<file path="src/rtl/spinv_pipe.sv">
// spinv_pipe: elastic dual-rail pipeline with per-stage optional rail inversion.
//
// Carries WIDTH dual-rail pairs through DEPTH registered stages with a
// valid/ready handshake. Stage k inverts both rails when INV_MASK[k] is set,
// which flips both the logic value and the spacer polarity. Incoming words are
// classified as complete, spacer or malformed. Only complete words enter the
// pipe. Spacers are swallowed. Malformed words are swallowed and raise the
// sticky err flag. While no word is presented, the outputs show the output
// spacer OUT_SP.
//
// Ports:
//   clk, rst            clock (rising edge), asynchronous active-high reset
//   in_t, in_f          input true/false rails
//   in_valid, in_ready  input handshake
//   out_t, out_f        output true/false rails (OUT_SP spacer when idle)
//   out_valid, out_ready output handshake
//   err                 sticky malformed-input flag
//   drop_cnt            saturating count of malformed words consumed
//                       (present only when SPINV_PIPE_STAT_EN is defined)
//
// Optional feature macro: SPINV_PIPE_STAT_EN
module spinv_pipe #(
  parameter int unsigned      WIDTH    = 8,
  parameter int unsigned      DEPTH    = 2,
  parameter logic [DEPTH-1:0] INV_MASK = '1,
  parameter logic             IN_SP    = 1'b0
) (
  input  logic             clk,
  input  logic             rst,
  input  logic [WIDTH-1:0] in_t,
  input  logic [WIDTH-1:0] in_f,
  input  logic             in_valid,
  output logic             in_ready,
  output logic [WIDTH-1:0] out_t,
  output logic [WIDTH-1:0] out_f,
  output logic             out_valid,
  input  logic             out_ready,
  output logic             err
`ifdef SPINV_PIPE_STAT_EN
  ,
  output logic [7:0]       drop_cnt
`endif
);

  localparam logic OUT_SP = IN_SP ^ (^INV_MASK);

  // Spacer polarity held by stage k: the input polarity flipped by every
  // inverting stage up to and including k.
  function automatic logic stage_sp(input int unsigned k);
    logic s;
    s = IN_SP;
    for (int unsigned j = 0; j < DEPTH; j++) begin
      if (j <= k) s = s ^ INV_MASK[j];
    end
    return s;
  endfunction

  logic [WIDTH-1:0] t_q [DEPTH];
  logic [WIDTH-1:0] f_q [DEPTH];
  logic [DEPTH-1:0] v_q, v_d;
  logic             err_q, err_d;

  logic [DEPTH-1:0] leave;  // stage k contents move on this cycle
  logic [DEPTH-1:0] ld;     // stage k captures new contents this cycle

  logic [WIDTH-1:0] code_vec, sp_vec;
  logic             w_complete, w_spacer, w_malformed, in_fire;

  // Word classification.
  always_comb begin
    code_vec    = in_t ^ in_f;
    sp_vec      = ~(in_t ^ {WIDTH{IN_SP}}) & ~(in_f ^ {WIDTH{IN_SP}});
    w_complete  = &code_vec;
    w_spacer    = &sp_vec;
    w_malformed = !w_complete && !w_spacer;
  end

  // Ready propagates backwards from out_ready. A stage leaves when the next
  // stage is empty or is itself leaving. This chain is combinational end to
  // end, so a full pipe still accepts a word when out_ready is high.
  always_comb begin
    int unsigned k;
    k        = 0;
    leave    = '0;
    ld       = '0;
    leave[DEPTH-1] = v_q[DEPTH-1] && out_ready;
    for (int unsigned j = 1; j < DEPTH; j++) begin
      k        = DEPTH - 1 - j;
      leave[k] = v_q[k] && (!v_q[k+1] || leave[k+1]);
    end
    in_ready = !v_q[0] || leave[0];
    in_fire  = in_valid && in_ready;
    ld[0]    = in_fire && w_complete;
    for (int unsigned m = 1; m < DEPTH; m++) begin
      ld[m] = v_q[m-1] && (!v_q[m] || leave[m]);
    end
    v_d   = ld | (v_q & ~leave);
    err_d = err_q || (in_fire && w_malformed);
  end

  always_ff @(posedge clk or posedge rst) begin
    if (rst) begin
      v_q   <= '0;
      err_q <= 1'b0;
      for (int unsigned k = 0; k < DEPTH; k++) begin
        t_q[k] <= {WIDTH{stage_sp(k)}};
        f_q[k] <= {WIDTH{stage_sp(k)}};
      end
    end else begin
      v_q   <= v_d;
      err_q <= err_d;
      if (ld[0]) begin
        t_q[0] <= in_t ^ {WIDTH{INV_MASK[0]}};
        f_q[0] <= in_f ^ {WIDTH{INV_MASK[0]}};
      end
      for (int unsigned k = 1; k < DEPTH; k++) begin
        if (ld[k]) begin
          t_q[k] <= t_q[k-1] ^ {WIDTH{INV_MASK[k]}};
          f_q[k] <= f_q[k-1] ^ {WIDTH{INV_MASK[k]}};
        end
      end
    end
  end

  // Idle output is muxed from the valid bit, so it shows the spacer as soon
  // as reset asserts.
  always_comb begin
    out_valid = v_q[DEPTH-1];
    out_t     = out_valid ? t_q[DEPTH-1] : {WIDTH{OUT_SP}};
    out_f     = out_valid ? f_q[DEPTH-1] : {WIDTH{OUT_SP}};
    err       = err_q;
  end

`ifdef SPINV_PIPE_STAT_EN
  logic [7:0] cnt_q, cnt_d;

  always_comb begin
    cnt_d = cnt_q;
    if (in_fire && w_malformed && (cnt_q != '1)) cnt_d = cnt_q + 8'd1;
  end

  always_ff @(posedge clk or posedge rst) begin
    if (rst) cnt_q <= '0;
    else     cnt_q <= cnt_d;
  end

  assign drop_cnt = cnt_q;
`endif

endmodule

</file>
<file path="config.mk">
export PLATFORM = sky130hd
export DESIGN_NAME = spinv_pipe
export DESIGN_NICKNAME = d
export VERILOG_FILES = /design/src/rtl/spinv_pipe.sv
export SDC_FILE = /design/constraint.sdc
export NUM_CORES = 1
export LEC_CHECK = 0
export BUFFER_PORTS_ARGS = -buffer_cell sky130_fd_sc_hd__buf_2
export CAP_MARGIN = 30
export CORE_UTILIZATION = 45
export DETAILED_ROUTE_END_ITERATION = 10
export GPL_TIMING_DRIVEN = 0
export HOLD_SLACK_MARGIN = 0.1
export PLACE_DENSITY = 0.7
export SYNTH_ARGS = -nofsm -noshare
export SYNTH_HDL_FRONTEND = slang
export SYNTH_SLANG_ARGS = --single-unit
</file>
<file path="constraint.sdc">
create_clock -name clk -period 3.6 [get_ports clk]
set_input_delay 0.18 -clock clk [delete_from_list [all_inputs] [get_ports clk]]
set_output_delay 0.18 -clock clk [all_outputs]
set_load 0.02 [all_outputs]
</file>
==> results.ini <==
[status]
status=finished, final reports clean

[floorplanning]
io_pins=39
die_x_um=63.3
initial_core_util_pct=48.8
die_y_um=63.3
fp-row-count=21
core_area_um2=3470
die_area_um2=4010

[clock_network]
clkTransAtPathRegs_ns=0.07
insertion_delay_ns=0.28
cts_setup_buffers=0
tritoncts=built
clk_path_buf_depth=2
clockRootBuffer=clkbuf_8
cts_resized=0
ctsHtreeMaxLevel=2
cts_made_buffers=5
numClockSinks=35

[sta]
rsz0062_at_grt=no
worst_pin_slew_ns=0.528
relSlewSlack_pct=64.6
setup_slack_ns=1.40
slew_violations=0
final_hold_viol_count=0
finalSetupTns_ns=0
period_share_pct=61.0
fin_crit_ns=2.20
setup_viol=0
maxClockFrequency_mhz=455
clock_skew_ns=0.00404

[place]
place_ws_ns=1.61
gp_congestion=0.748
hpwl_um=2360
place_inst=229
place.port_buffers=38

[logic_synthesis]
synth_seq_area_share_pct=52.9
ys_top_cells_by_area=dfrtp_1 28%, dfstp_2 25%, mux2_2 9.3%
yosysUniqueCellTypes=23
syn_area_um2=1690
syn-instance-count=144
ys_warn_count=0
synth_area_per_cell_um2=11.8
synth_top_area_share_pct=28.1
synth_nets=172
synth_largest_area_cell=dfrtp_1
ys_ff_latch=35

[layout]
final_common_cell=buf_2
area_delta_synth_final_pct=27.5
mostFrequentLayoutCells=39 x buf_2, 26 x inv_1, 19 x dfrtp_1
antenna_cells=0
stdcell_count=246
final_util_pct=62.2
layout-drive-gt1-share_pct=44.5
nets=227

[grt]
use_met1_pct=20.3
met3_usage_pct=5.43
grt_pass1_wl_um=5440
grt-busiest-layer=met2
overflow=0
groute.usage.overall_pct=18.0
antenna_found_initial=0
grt_start_max_net_pins=26
grt_pass1_vias=1214
grt.met2_usage_pct=31.9

[drt]
drc_errors=0
wire_per_inst_um=13.0
vias_per_cell=4.85
ant_nets=0
drtIter0Drc=38
vias=1192
wl_um=3200
detail_route.first_pass.iterations=4

[worst_setup_path]
crit_fanout=10
required_ns=3.81
slowest_stage=nor4b_4
worstPathArrival_ns=2.41
worstSetupEndpointType=flop
reg2regPathDepth=4
critPathMaxStageDelay_ns=0.58
critPathLaunchType=input port
worstSetupPathType=input port to flop
crit_chain=dlygate4sd3_1, buf_2, inv_1, ha_1, nand4_1, nor4b_4, buf_8, mux2_4

[worst_hold_path]
holdPathStages=2
hold_path.class=input port to flop

[power]
cellPowerDensity_nw_per_um2=386
power.switching_w=0.000183
vdd_drop_max_mv=0.355
swShare_pct=21.9
p_leak_nw=1.16
sequentialPowerShare_pct=53.7
comb_power_share_pct=9.8
intPower_w=0.000651
clockPowerShare_pct=36.5

[run]
drv_cap=0

==> critical path: cells and delay by family <==
family	cells	cell delay [ns]
fa+ha+maj	1	0.26
mux	1	0.31
simple gates	2	0.75
buf+inv	4	0.90
==> path summary, 6_finish.rpt <==
path,slack (ns),to,startpoint
max,1.40,f_q[15],in_t[3]
min,0.15,v_q[0],in_valid
max reg2reg,1.75,f_q[15],v_q[1]
min reg2reg,0.48,t_q[13],t_q[13]
max in group asynchronous,2.56,t_q[9],rst
min in group asynchronous,0.47,t_q[3],rst
==> metal layers <==
metal	share of wire [%]	wire length [um]	vias up
li1	-	-	580
met1	42	1330	577
met2	53	1690	28
met3	4.2	133	7
met4	1.3	40	0
met5	0	0	-
==> through the flow <==
step	instance area (um^2)	power, W	hold WS [ns]
finish	2160	0.000834	0.146
global route	2160	0.000874	0.145
CTS	2160	0.000845	0.147
detailed placement	1970	0.000529	0.225
global placement	1940	0.000520	0.343
floorplan	1690	0.000498	0.238
==> Yosys cell counts (all sizes together) <==
library cell and count:
inv 26, dfrtp 19, and2 17, a21oi 16, dfstp 16, mux2 16
ha 8, mux2i 8, nand4 4, clkbuf 3, buf 2, a21o 1
and3b 1, nand2 1, nand2b 1, nor2 1, nor4b 1, o211ai 1
o21bai 1, or2b 1
==> cell type report <==
| class | count | area (um^2) |
|---|---|---|
| fillers | 309 | 1310 |
| flip-flops and latches | 35 | 896 |
| multi-input cells | 78 | 668 |
| repair buffers | 48 | 308 |
| clock buffers | 8 | 100 |
| inverters | 26 | 97.6 |
| well taps | 46 | 57.6 |
| plain buffers | 5 | 31.3 |
==> kinds of logic after synthesis <==
kind of cell | synth area share, %
and+or+nand+nor | 11.6
DFF | 52.9
buffers and inverters | 7.61
AOI/OAI and AO/OA | 6.14
adders and majority gates | 5.91
muxes | 15.8
==> registers in the layout (all words and copies together) (netlist names) <==
register	flops
err	1
f_q	16
t_q	16
v_q	2
==> power by group through the flow <==
stage / sequential (W) / clock [W] / combinational [W]
6_report: 0.000447 / 0.000305 / 0.0000817
5_1_grt: 0.000451 / 0.000330 / 0.0000926
4_1_cts: 0.000448 / 0.000314 / 0.0000834
3_5_place_dp: 0.000454 / 0 / 0.0000756
3_3_place_gp: 0.000453 / 0 / 0.0000674
2_1_floorplan: 0.000450 / 0 / 0.0000480
==> repair_timing <==
action                                 CTS  global route
setup endpoints to repair                0             0
endpoints found under the hold margin   12             0
hold buffers                             9             0
(Power assumes the default switching activity.)
